--- src/rtl/spi_apb_pkg.sv ---
// Shared definitions for the SPI controller APB arbitration path.
package spi_apb_pkg;

    localparam int APB_AW = 32;
    localparam int APB_DW = 32;

    typedef enum logic [1:0] {
        ST_IDLE   = 2'd0,
        ST_SETUP  = 2'd1,
        ST_ACCESS = 2'd2
    } apb_state_t;

endpackage

--- src/rtl/spi_apb_arbiter_rr_pick.sv ---
// Combinational round-robin picker: first request strictly after i_last, wrapping.
module rr_pick #(
    parameter  int N  = 2,
    localparam int LW = (N > 1) ? $clog2(N) : 1
) (
    input  logic [N-1:0]  i_req,
    input  logic [LW-1:0] i_last,
    output logic [N-1:0]  o_grant,
    output logic [LW-1:0] o_idx,
    output logic          o_valid
);

    always_comb begin : pick
        int unsigned j;
        o_grant = '0;
        o_idx   = '0;
        o_valid = 1'b0;
        j       = 0;
        for (int unsigned k = 1; k <= N; k++) begin
            j = (32'(i_last) + k) % N;
            if (!o_valid && i_req[LW'(j)]) begin
                o_valid          = 1'b1;
                o_grant[LW'(j)]  = 1'b1;
                o_idx            = LW'(j);
            end
        end
    end

endmodule

--- src/rtl/spi_apb_arbiter.sv ---
// N-to-1 APB arbiter in front of the SPI/XIP controller slave port.
// Round-robin selection, latched request fields, one idle cycle between transfers.
module spi_apb_arbiter
    import spi_apb_pkg::*;
#(
    parameter int NREQ = 2
) (
    input  logic                   clock,
    input  logic                   reset,
    input  logic [APB_AW*NREQ-1:0] req_paddr,
    input  logic [NREQ-1:0]        req_psel,
    input  logic [NREQ-1:0]        req_penable,
    input  logic [NREQ-1:0]        req_pwrite,
    input  logic [APB_DW*NREQ-1:0] req_pwdata,
    input  logic [4*NREQ-1:0]      req_pstrb,
    input  logic [3*NREQ-1:0]      req_pprot,
    output logic [NREQ-1:0]        req_pready,
    output logic [NREQ-1:0]        req_pslverr,
    output logic [APB_DW-1:0]      req_prdata,
    output logic [APB_AW-1:0]      out_paddr,
    output logic [APB_DW-1:0]      out_pwdata,
    output logic                   out_psel,
    output logic                   out_penable,
    output logic                   out_pwrite,
    output logic [3:0]             out_pstrb,
    output logic [2:0]             out_pprot,
    input  logic                   out_pready,
    input  logic                   out_pslverr,
    input  logic [APB_DW-1:0]      out_prdata,
    output logic [NREQ-1:0]        grant_o
);

    localparam int LW = (NREQ > 1) ? $clog2(NREQ) : 1;

    apb_state_t        r_state, w_next;
    logic [LW-1:0]     r_last;
    logic [NREQ-1:0]   r_grant;
    logic [APB_AW-1:0] r_paddr;
    logic [APB_DW-1:0] r_pwdata;
    logic              r_pwrite;
    logic [3:0]        r_pstrb;
    logic [2:0]        r_pprot;

    logic [NREQ-1:0]   w_onehot;
    logic [LW-1:0]     w_idx;
    logic              w_valid;
    logic              w_done;
    logic              w_unused_penable;

    // The arbiter generates its own phase sequencing, so requester penable is not needed.
    assign w_unused_penable = ^req_penable;

    rr_pick #(
        .N (NREQ)
    ) u_rr_pick (
        .i_req   (req_psel),
        .i_last  (r_last),
        .o_grant (w_onehot),
        .o_idx   (w_idx),
        .o_valid (w_valid)
    );

    assign w_done = (r_state == ST_ACCESS) && out_pready;

    always_comb begin
        w_next = r_state;
        case (r_state)
            ST_IDLE:   if (w_valid) w_next = ST_SETUP;
            ST_SETUP:  w_next = ST_ACCESS;
            ST_ACCESS: if (out_pready) w_next = ST_IDLE;
            default:   w_next = ST_IDLE;
        endcase
    end

    always_ff @(posedge clock or negedge reset) begin
        if (!reset) begin
            r_state  <= ST_IDLE;
            r_last   <= LW'(NREQ - 1);
            r_grant  <= '0;
            r_paddr  <= '0;
            r_pwdata <= '0;
            r_pwrite <= 1'b0;
            r_pstrb  <= '0;
            r_pprot  <= '0;
        end else begin
            r_state <= w_next;
            if (r_state == ST_IDLE && w_valid) begin
                r_grant  <= w_onehot;
                r_last   <= w_idx;
                r_paddr  <= req_paddr[int'(w_idx)*APB_AW +: APB_AW];
                r_pwdata <= req_pwdata[int'(w_idx)*APB_DW +: APB_DW];
                r_pwrite <= req_pwrite[w_idx];
                r_pstrb  <= req_pstrb[int'(w_idx)*4 +: 4];
                r_pprot  <= req_pprot[int'(w_idx)*3 +: 3];
            end else if (w_done) begin
                r_grant <= '0;
            end
        end
    end

    assign out_psel    = (r_state != ST_IDLE);
    assign out_penable = (r_state == ST_ACCESS);
    assign out_paddr   = r_paddr;
    assign out_pwdata  = r_pwdata;
    assign out_pwrite  = r_pwrite;
    assign out_pstrb   = r_pstrb;
    assign out_pprot   = r_pprot;
    assign grant_o     = r_grant;
    assign req_pready  = r_grant & {NREQ{w_done}};
    assign req_pslverr = r_grant & {NREQ{w_done & out_pslverr}};
    assign req_prdata  = out_prdata;

endmodule

--- config.mk ---
export PLATFORM = sky130hd
export DESIGN_NAME = spi_apb_arbiter
export DESIGN_NICKNAME = d
export VERILOG_FILES = /design/src/rtl/spi_apb_pkg.sv /design/src/rtl/spi_apb_arbiter_rr_pick.sv /design/src/rtl/spi_apb_arbiter.sv
export SDC_FILE = /design/constraint.sdc
export NUM_CORES = 1
export LEC_CHECK = 0
export BUFFER_PORTS_ARGS = -buffer_cell sky130_fd_sc_hd__clkbuf_2
export CAP_MARGIN = 20
export CORE_AREA = 5 5 112 114
export CTS_CLUSTER_SIZE = 30
export DETAILED_ROUTE_END_ITERATION = 7
export DIE_AREA = 0 0 117 119
export GPL_TIMING_DRIVEN = 1
export HOLD_SLACK_MARGIN = 0.03
export PLACE_DENSITY = 0.76
export SLEW_MARGIN = 20
export SYNTH_ARGS = -nofsm -noshare
export SYNTH_HDL_FRONTEND = slang
export SYNTH_SLANG_ARGS = --single-unit
--- constraint.sdc ---
create_clock -name clock -period 1.9 [get_ports clock]
set_input_delay 0.57 -clock clock [delete_from_list [all_inputs] [get_ports clock]]
set_output_delay 0.57 -clock clock [all_outputs]
set_load 0.02 [all_outputs]
# After elaboration in Yosys (flattened, before gate mapping)
# Index checks and enable logic that the tools add are counted.
[op_classes]
add_sub_neg = 2
n_mul = 1
order_cmp = 5
eq_ne = 4
shifts = 4
mux = 21
n_bitwise = 4
n_reduce_logical = 10
[ops]
columns = ["operator", "count"]
rows = [
  ["64-bit by 7-bit indexed part select with 32-bit output", 2],
  ["1-bit 2-to-1 mux", 12],
  ["2-bit 2-to-1 mux", 6],
  ["8-bit by 4-bit indexed part select with 4-bit output", 1],
  ["1-bit by 2-bit < comparator with 1-bit output (second input constant)", 3],
  ["2-bit one-hot mux with 3 select lines", 1],
  ["6-bit by 4-bit indexed part select with 3-bit output", 1],
  ["1-bit logical AND", 5],
  ["2-bit AND", 2],
  ["2-bit nonzero test", 2],
  ["1-bit by 2-bit multiplier with 3-bit output (second input constant)", 1],
  ["1-bit adder (second input constant)", 2],
  ["1-bit demux with 1-bit select", 2],
  ["2-bit by 1-bit equality test with 1-bit output (second input constant)", 1],
  ["2-bit equality test (second input constant)", 1],
  ["1-bit >= comparator (second input constant)", 2],
  ["2-bit zero test", 1],
  ["2-bit by 1-bit != test with 1-bit output (second input constant)", 1],
  ["2-bit != test (second input constant)", 1],
  ["2-bit bitwise OR", 1],
  ["2-bit AND reduction", 1],
  ["1-bit AND", 1],
  ["1-bit zero test", 1],
]
[totals]
register_bits = 77
in_bits = 184
output_inout_bits = 112
wordCells = 59

# Logic depth before layout (Yosys ltp)
# Gate-level depths: netlist (run 1).
[logic_depth]
depth_word = 9
ltp_mapped = 5
mapped_depth_nobuf = 3

# Hierarchy
# Synthesis (run 1) repeated with hierarchy kept, for this count alone.
[unflattened]
cells_unflattened = 291
hier_area_um2 = 4235.3
[modules_own_cells]
columns = ["mod", "instances", "cells_each", "area_each_um2"]
rows = [
  ["spi_apb_arbiter", 1, 286, 4202.8],
  ["rr_pick", 1, 5, 32.5],
]

# Least setup slack after synthesis (run 1)
# OpenSTA, ideal clock, no wires.
[synth_timing]
kind = "reg2out"
startpoint = "reg r_state[1]"
endpoint = "out req_pslverr[0]"
arrival_time_ns = 1.232
slack_ns = 0.098
path_stages_with_launch = 3
path_buffers = 0
path_cell_list = "dfrtp_1 > nor2b_1 > and4_1"
[synth_between]
elab_chain_cells = 4
[synth_rtl]
columns = ["item", "line_no", "source"]
rows = [
  ["from (decl)", "spi_apb_arbiter.sv:35", "apb_state_t r_state, w_next;"],
  ["from (signal assigned)", "spi_apb_arbiter.sv:86", "r_state <= w_next;"],
  ["2-bit equality test", "--", ""],
  ["net out_penable", "spi_apb_arbiter.sv:23", "output logic out_penable,"],
  ["1-bit logical AND", "spi_apb_arbiter.sv:63", "assign w_done = (r_state == ST_ACCESS) && out_pready;"],
  ["1-bit AND", "spi_apb_arbiter.sv:110", "assign req_pslverr = r_grant & {NREQ{w_done & out_pslverr}};"],
  ["2-bit AND", "spi_apb_arbiter.sv:110", ""],
  ["to (decl)", "spi_apb_arbiter.sv:18", "output logic [NREQ-1:0] req_pslverr,"],
]
# The timed path passes the listed nets, and every way through them passes these cells.

# Worst setup path in the final report (run 1)
[layout_timing]
startpoint = "reg r_state[1]"
endpoint = "out req_pready[1]"
[layout_between]
elab_chain_cells = 3
[layout_rtl]
columns = ["item", "line_no", "source"]
rows = [
  ["2-bit equality test", "spi_apb_arbiter.sv:63", ""],
  ["1-bit logical AND", "spi_apb_arbiter.sv:63", ""],
  ["2-bit AND", "spi_apb_arbiter.sv:109", "assign req_pready = r_grant & {NREQ{w_done}};"],
  ["to (decl)", "spi_apb_arbiter.sv:17", "output logic [NREQ-1:0] req_pready,"],
]
# No other way between the ends.

==> results of run 1 <==
[per-stage QoR]
stage,util,power (W)
detailed placement,0.493,0.00812
global placement,0.493,0.00797
floorplan,-,0.00666
global route,0.528,0.0107
CTS,0.527,0.0102
finish,0.528,0.0101
[layout by cell type (no fill, tap or decap), types with 3 or more instances in the layout]
cell type,count
sky130_fd_sc_hd__buf_12,5
sky130_fd_sc_hd__bufinv_16,3
sky130_fd_sc_hd__buf_4,9
sky130_fd_sc_hd__mux2_4,110
sky130_fd_sc_hd__mux2_2,35
sky130_fd_sc_hd__o21ai_0,3
sky130_fd_sc_hd__dfrtp_1,75
sky130_fd_sc_hd__clkbuf_2,225
sky130_fd_sc_hd__clkbuf_16,9
[final cells by class]
cell class / count / area, sq um
multi-input cells: 164 / 2190
clock inverters: 5 / 106
well taps: 143 / 179
fillers: 951 / 5340
repair buffers: 241 / 1310
inverters: 2 / 7.51
clock buffers: 11 / 253
flip-flops and latches: 77 / 1930
[power by group]
group / total (W) / leakage (nW) / internal, W / switching (W)
clock network: 0.00201 / 0.172 / 0.00136 / 0.000649
logic: 0.00506 / 2.15 / 0.00260 / 0.00246
registers: 0.00303 / 0.898 / 0.00251 / 0.000519
[what timing repair did]
item / 4_1_cts / 5_1_grt
hold buffers: 0 / 0
setup buffers: 2 / 1
gates resized for setup: 4 / 6
pin swaps: 0 / 2
endpoints found under the setup margin: 5 / 5
[worst paths after layout]
path                                       end  cells after the start
worst min-delay path            out_pwdata[10]                      1
worst max-delay path             req_pready[1]                      3
max in group asynchronous         out_paddr[8]                      2
min in group clock              out_pwdata[17]                      1
worst min register to register  out_pwdata[17]                      1
worst max register to register  out_pwdata[22]                      4
[cell families after synthesis]
logic type / after synthesis
AO/OA/AOI/OAI: 9
multiplexers: 145
AND/OR/NAND/NOR: 10
buffers and inverters: 50
flip-flops: 77
[per-layer routing]
layer,vias to the layer above,track usage,share of wire
li1,1408,-,-
met2,148,0.277,0.54
met1,1456,0.154,0.36
met4,0,0.0495,0.016
met3,27,0.0441,0.086
met5,-,0,0
[critical path: stages (launching register included)]
cell and delay (ps):
sky130_fd_sc_hd__dfrtp_1 410, sky130_fd_sc_hd__nor2b_4 220, sky130_fd_sc_hd__and3_1 180, sky130_fd_sc_hd__buf_2 160
[flip-flops by register name (all words and copies together) (netlist names), named ones only]
signal,count
out_paddr,32
out_pwdata,32
out_pstrb,4
out_pprot,3
grant_o,2
r_state,2
out_pwrite,1
==> flow_results.org, run 1 <==
** Clock network
- Insertion delay to the later sink of the worst-skew pair :: about 330 ps
- After clock tree synthesis, the clock-pin slew on the worst setup and hold paths is ~60 ps.
- CTS Buf Count :: 9
- TritonCTS built the clock tree.
- In this run the clock root is driven by a sky130_fd_sc_hd__clkbuf_16.
- For this design, the sink count on the clock tree is 77.
- CTS max path bufs :: 2
- Maximum level of the CTS H-tree :: 3

** Timing
- Final number of max-transition violations :: 0
- Setup violations remaining at the end of the flow were counted as 0.
- Setup slack of the critical path after layout :: 36.4 ps
- Hold_ws :: around 130 ps
- Measured against its own limit, the worst slew margin works out to 0.797.
- The clock period could shrink to ~1900 ps.
- For the final database, setup skew stands at about 7.6 ps.
- Setup_tns :: 0 ps
- Setup repair after global routing missed its margin :: true
- Timing would allow up to around 540 MHz.
- Final Hold Violating Endpoints :: 0
- Of the available clock period, the critical path in the final layout requires 0.981.
- For the pin with the worst max-slew slack, the measured transition is 304 ps.

** Layout
- The repair_antennas step left the layout with diodes totalling 0.
- For this run, the post-layout net count is 679.
- Summing all non-filler instances in the final layout gives an area of 5980 sq um.
- Layout cell share with drive strength beyond 1 :: 0.816
- Non-Filler Instances :: about 640
- Compared with the post-synthesis result, the final layout area differs by 33.2%.

** Yosys
- In the synthesized netlist the async set-or-reset flop fraction comes to 1.00.
- sky130_fd_sc_hd__mux2_4 is the most common cell in the netlist.
- Synthesis produced a netlist whose cell count is approximately 290.
- Of the post-synthesis cell area, the part taken by muxes is 0.456.
- Fraction of the mapped netlist area in adder cells :: 0
- Most used standard cells in the synthesized netlist :: sky130_fd_sc_hd__mux2_4 (110), sky130_fd_sc_hd__dfrtp_1 (76), sky130_fd_sc_hd__buf_4 (39)
- Share of synthesized cell area in and, or, nand and nor gates :: 0.0139
- Share of the synthesized netlist area taken by xor and xnor gates :: 0
- Average size of a mapped cell :: about 15 sq um
- Of the post-synthesis cell area, the dominant cell type holds 0.424.
- Count of unique library cells instantiated by Yosys :: 20
- Total standard cell area after synthesis :: between 4000 and 5000 sq um
- During synthesis, Yosys emitted a total of 0 warnings.
- The synthesized design contains 0 enable-type register cells.
- Biggest area consumer among synthesized cells :: sky130_fd_sc_hd__dfrtp_1
- Compound-Gate Fraction of Synth Area :: 0.0139
- Among all flip-flop cells after synthesis, the most frequent one is sky130_fd_sc_hd__dfrtp_1.
- The number of nets handed over by synthesis was roughly 480.
- By area the synthesized netlist is led by sky130_fd_sc_hd__dfrtp_1 (42%), sky130_fd_sc_hd__mux2_4 (37%), sky130_fd_sc_hd__mux2_2 (8.8%).
- For this run, the register share of the synthesized area comes to 0.430.
- By area, the combinational part of the netlist is dominated by multiplexers.
- In this run, synthesis produced a sequential element count of between 70 and 80.

** Critical path
- Of all nets on the critical path, the largest fanout is 6.
- Worst path required time :: 1330 ps
- The worst setup path is launched from a flip-flop.
- Data on the critical path arrives at its endpoint at approximately 1300 ps.
- Critical Path Source :: r_state[1]
- Reg2Reg Setup Slack :: between 100 and 150 ps
- The setup path with the least slack is of type flip-flop to output pin.
- The worst setup path is captured at an output pin.

** Global routing
- Global-route congestion overflow total :: 0
- First-pass GRT wire length :: between 15 and 20 mm
- Largest net degree at the start of global routing :: 40
- Across every metal layer, demand over resource in global routing totals 0.148.
- Number of antenna violations at the first check in global routing :: 0
- Vias in the first global route :: around 3,300

** Routing
- Dividing the detail-routed via count by the number of cells gives about 4.7.
- Detailed routing inserted a total of approximately 3,000 vias.
- Post-detailed-routing wire length :: 10.7 mm
- Once detail routing completed, the nets flagged for antenna violations numbered 0.
- In the final routed layout, each cell accounts on average for 16.6 um.
- In the routed design, unresolved DRC markers number 0.
- For this run, the detailed router's first-pass iteration total came to 4.
- DRT iter0 DRCs :: between 40 and 50

** Place
- Detailed placement ended at an HPWL of ~8.4 mm.
- Placed Cells incl. Taps :: 624
- Before CTS, the worst setup slack after placement is -33.1 ps.
- Input and output buffers added on the ports amount to around 230.
- Once placement finished, the instance area stood at 5580 sq um.
- The congestion estimate from routability-driven global placement came to ~0.72.

** Flow run
- Number of maximum-capacitance violations :: 0

** Pwr
- Across the VDD grid, the largest voltage drop is 0.779 mV.
- P_leak :: about 3.2 nW
- Pwr/cell area :: approximately 1700 nW/um^2

** Hold path
- Worst hold path type :: input port to asynchronous set/reset pin

** Floorplanning
- Ports :: 296
- The floorplan step set the die width to 117 um.
- Overall die area :: between 10,000 and 15,000 sq um
- In this run the vertical extent of the chip is around 120 um.
- After floorplanning, the core was sized to cover about 11,000 sq um.
- Cell Rows :: 39
- For this configuration, the core starts out at a cell density of 0.396.

** Status
- The run finished with clean final reports.
No activity file was read; power rests on OpenSTA's default activity.
==> inputs of run 2 (changes only) <==
--- a/config.mk
+++ b/config.mk
@@ -7,13 +7,13 @@
 export LEC_CHECK = 0
 export BUFFER_PORTS_ARGS = -buffer_cell sky130_fd_sc_hd__clkbuf_2
 export CAP_MARGIN = 20
-export CORE_AREA = 5 5 112 114
+export CORE_MARGIN = 5
+export CORE_UTILIZATION = 39
 export CTS_CLUSTER_SIZE = 30
 export DETAILED_ROUTE_END_ITERATION = 7
-export DIE_AREA = 0 0 117 119
 export GPL_TIMING_DRIVEN = 1
 export HOLD_SLACK_MARGIN = 0.03
-export PLACE_DENSITY = 0.76
+export PLACE_DENSITY = 0.78
 export SLEW_MARGIN = 20
 export SYNTH_ARGS = -nofsm -noshare
 export SYNTH_HDL_FRONTEND = slang
==> constraint.sdc (replaced) <==
create_clock -name clock -period 1.55 [get_ports clock]
set_input_delay 0.465 -clock clock [delete_from_list [all_inputs] [get_ports clock]]
set_output_delay 0.465 -clock clock [all_outputs]
set_load 0.02 [all_outputs]
==> flow_results.org, run 2 (same netlist as run 1, synthesis figures left out) <==
** Floorplanning
- Die Y :: about 120 um
- Ports :: 296
- Starting density of the core :: 0.395
- Core region area :: 11,400 sq um
- The die covers approximately 14,000 sq um.
- The floorplan has 39 rows.
- In this run the horizontal extent of the chip is around 120 um.

** Clock network
- CTS Buf Count :: 9
- Number of clock sinks :: 77
- Clock transition time at the flip-flop clock pins of the worst setup and hold paths :: roughly 60 ps
- Hold_buf cts :: 0
- The tree is rooted in a sky130_fd_sc_hd__clkbuf_16.
- CTS max path bufs :: 2
- Maximum level of the CTS H-tree :: 3
- Insertion delay to the later sink of the worst-skew pair :: about 320 ps
- Clock tree from TritonCTS :: built

** Pwr
- Combinational power share :: 0.530
- The share of total power dissipated in the clock network is 0.184.
- The internal power of the cells totals between 0.008 and 0.009 W.
- Largest vdd supply drop :: between 0.9 and 1 mV
- Pwr/cell area :: about 2000 nW/um^2
- Of the total power, the share spent switching nets is 0.356.
- Flop pwr share :: 0.286
- Switch Pwr :: ~0.0046 W
- The analysis attributes to cell leakage a power of approximately 3.5 nW.

** Timing
- The count of final hold-check violations is 0.
- Setup repair after global routing could not meet its margin everywhere.
- For the pin with the worst max-slew slack, the measured transition is between 300 and 400 ps.
- For the finished layout, the period the worst path requires is 1760 ps.
- Fin crit share :: 1.14
- Between clock sinks in the finished design, the worst skew comes to between 4 and 5 ps.
- In this run the tightest slew margin relative to its limit is 0.792.
- Setup_tns :: -11,110 ps
- Setup violations remaining at the end of the flow were counted as 78.
- The final count of pins violating max slew was 0.
- Max Fclk :: between 500 and 600 MHz
- Across all setup checks in the final design, the least slack found is -210 ps.

** Layout
- Of the cells placed in the final design, the portion with a size suffix greater than 1 is 0.817.
- Most common cell after layout, fill and taps aside :: sky130_fd_sc_hd__clkbuf_2
- Leaving out fill and tap cells, the most frequent cells in the layout are sky130_fd_sc_hd__clkbuf_2 (223), sky130_fd_sc_hd__mux2_4 (144), sky130_fd_sc_hd__dfrtp_1 (76).
- 0 antenna diodes ended up in the layout.
- For this run, the share of the core covered by cells in the final layout is 0.561.
- The area growth from synthesis to layout is 42.2%.
- Net count, final :: ~690

** Global routing
- Largest net degree at the start of global routing :: 36
- Global-route congestion overflow total :: 0
- The number of antenna violations at the first check in global routing is 0.
- First-pass GRT wire length :: 15.7 mm
- Vias in the first global route :: 3,345
- Global-route usage over all layers :: 0.146

** Routing
- Routed vias :: ~3,100
- After the first detailed-routing iteration, the DRC count stood at between 80 and 90.
- In the routed layout, each cell is associated on average with a via count of between 4 and 5.
- WL per Instance :: between 15 and 20 um
- The routed design has around 12 mm of wire.
- Total DRC errors in the routed layout :: 0
- The count of nets left with antenna violations once routing finished came out at 0.
- Router iterations before antenna repair :: 4

** Hold path
- Worst hold path type :: input port to asynchronous set/reset pin

** Critical path
- The worst setup path is launched from a flip-flop.
- In this run the worst path has a maximum fanout of 6.
- Worst path required time :: roughly 1100 ps
- Destination of the worst register-to-register timing path :: out_pprot[2]
- Critical setup path kind :: flip-flop to output pin
- Data arrival at the endpoint of the critical path :: about 1300 ps
- Reg2Reg Setup Slack :: -200 ps
- STA classifies the critical path endpoint as an output pin.
- Number of cells on the worst reg-to-reg path :: 5

** Place
- Once detailed placement completed, the half-perimeter wirelength came to around 8.2 mm.
- Routability-driven placement finished with a final weighted congestion of 0.746.
- Number of I/O port buffers :: 229
- Worst slack, placed :: -224 ps

** Status
- Failing checks :: negative setup slack
- The flow ran to the end, but the final reports show violations.

** Flow run
- Number of maximum-capacitance violations :: 0
==> run 2: cell count changes in the layout (fill, tap and decap cells not counted), moves of 2 or more <==
cell,delta
sky130_fd_sc_hd__buf_6,+2
sky130_fd_sc_hd__clkbuf_2,-2
sky130_fd_sc_hd__clkbuf_16,+2
sky130_fd_sc_hd__mux2_4,+34
sky130_fd_sc_hd__clkbuf_1,+2
sky130_fd_sc_hd__clkbuf_8,+3
sky130_fd_sc_hd__mux2_2,-34
sky130_fd_sc_hd__buf_4,+2
sky130_fd_sc_hd__buf_12,+3
sky130_fd_sc_hd__buf_16,+3
==> run 2: cell type report <==
cell class | count | area [sq um]
well taps | 143 | 179
clock buffers | 12 | 246
flip-flops and latches | 77 | 1930
inverters | 2 | 7.51
multi-input cells | 164 | 2320
repair buffers | 256 | 1600
clock inverters | 4 | 95.1
fillers | 910 | 4990
==> run 2: metal layers <==
metal	part of all wire	vias to the layer above	GRT usage
li1	-	1438	-
met1	0.38	1523	0.156
met2	0.53	155	0.278
met3	0.075	21	0.0319
met4	0.018	0	0.0596
met5	0	-	0
==> run 2: power groups by stage <==
stage               logic (W)  clock network, W  registers [W]
floorplan             0.00333                 0        0.00488
global placement      0.00616                 0        0.00367
detailed placement    0.00629                 0        0.00372
CTS                   0.00657           0.00245        0.00371
global route          0.00726           0.00252        0.00385
finish                0.00689           0.00239        0.00372
==> run 2: how the worst max path moves through the flow <==
stage                 from             end  slack (ps)  cells past startpoint
2_1_floorplan  req_psel[1]   out_paddr[23]         -70                      5
3_3_place_gp   req_psel[1]  out_pwdata[18]        -200                      5
3_5_place_dp   req_psel[1]   out_paddr[23]        -220                      5
4_1_cts         r_state[0]  req_pslverr[1]        -200                      3
5_1_grt         r_state[0]  req_pslverr[0]        -250                      3
6_report        r_state[0]  req_pslverr[1]        -210                      3
==> run 2: critical path, cell delays in order, from the launching register on <==
cell and delay (ps):
sky130_fd_sc_hd__dfrtp_1 430, sky130_fd_sc_hd__nor2b_4 180, sky130_fd_sc_hd__and4_1 230, sky130_fd_sc_hd__clkbuf_8 150
==> run 2: timing repair <==
item,in CTS,in global routing
gates resized for setup,19,37
endpoints found under the setup margin,78,78
cloned,3,3
buffers inserted,5,2
pin swaps,2,2
==> run 2: stage by stage <==
| stage | power (W) | cell area (sq um) | instances | hold WS [ps] |
|---|---|---|---|---|
| floorplan | 0.00821 | 4510 | 291 | 169 |
| detailed placement | 0.0100 | 5630 | 629 | 381 |
| global placement | 0.00983 | 5630 | 629 | 380 |
| finish | 0.0130 | 6380 | 658 | 36.5 |
| global route | 0.0136 | 6380 | 658 | 46.3 |
| CTS | 0.0127 | 6160 | 653 | 31.6 |
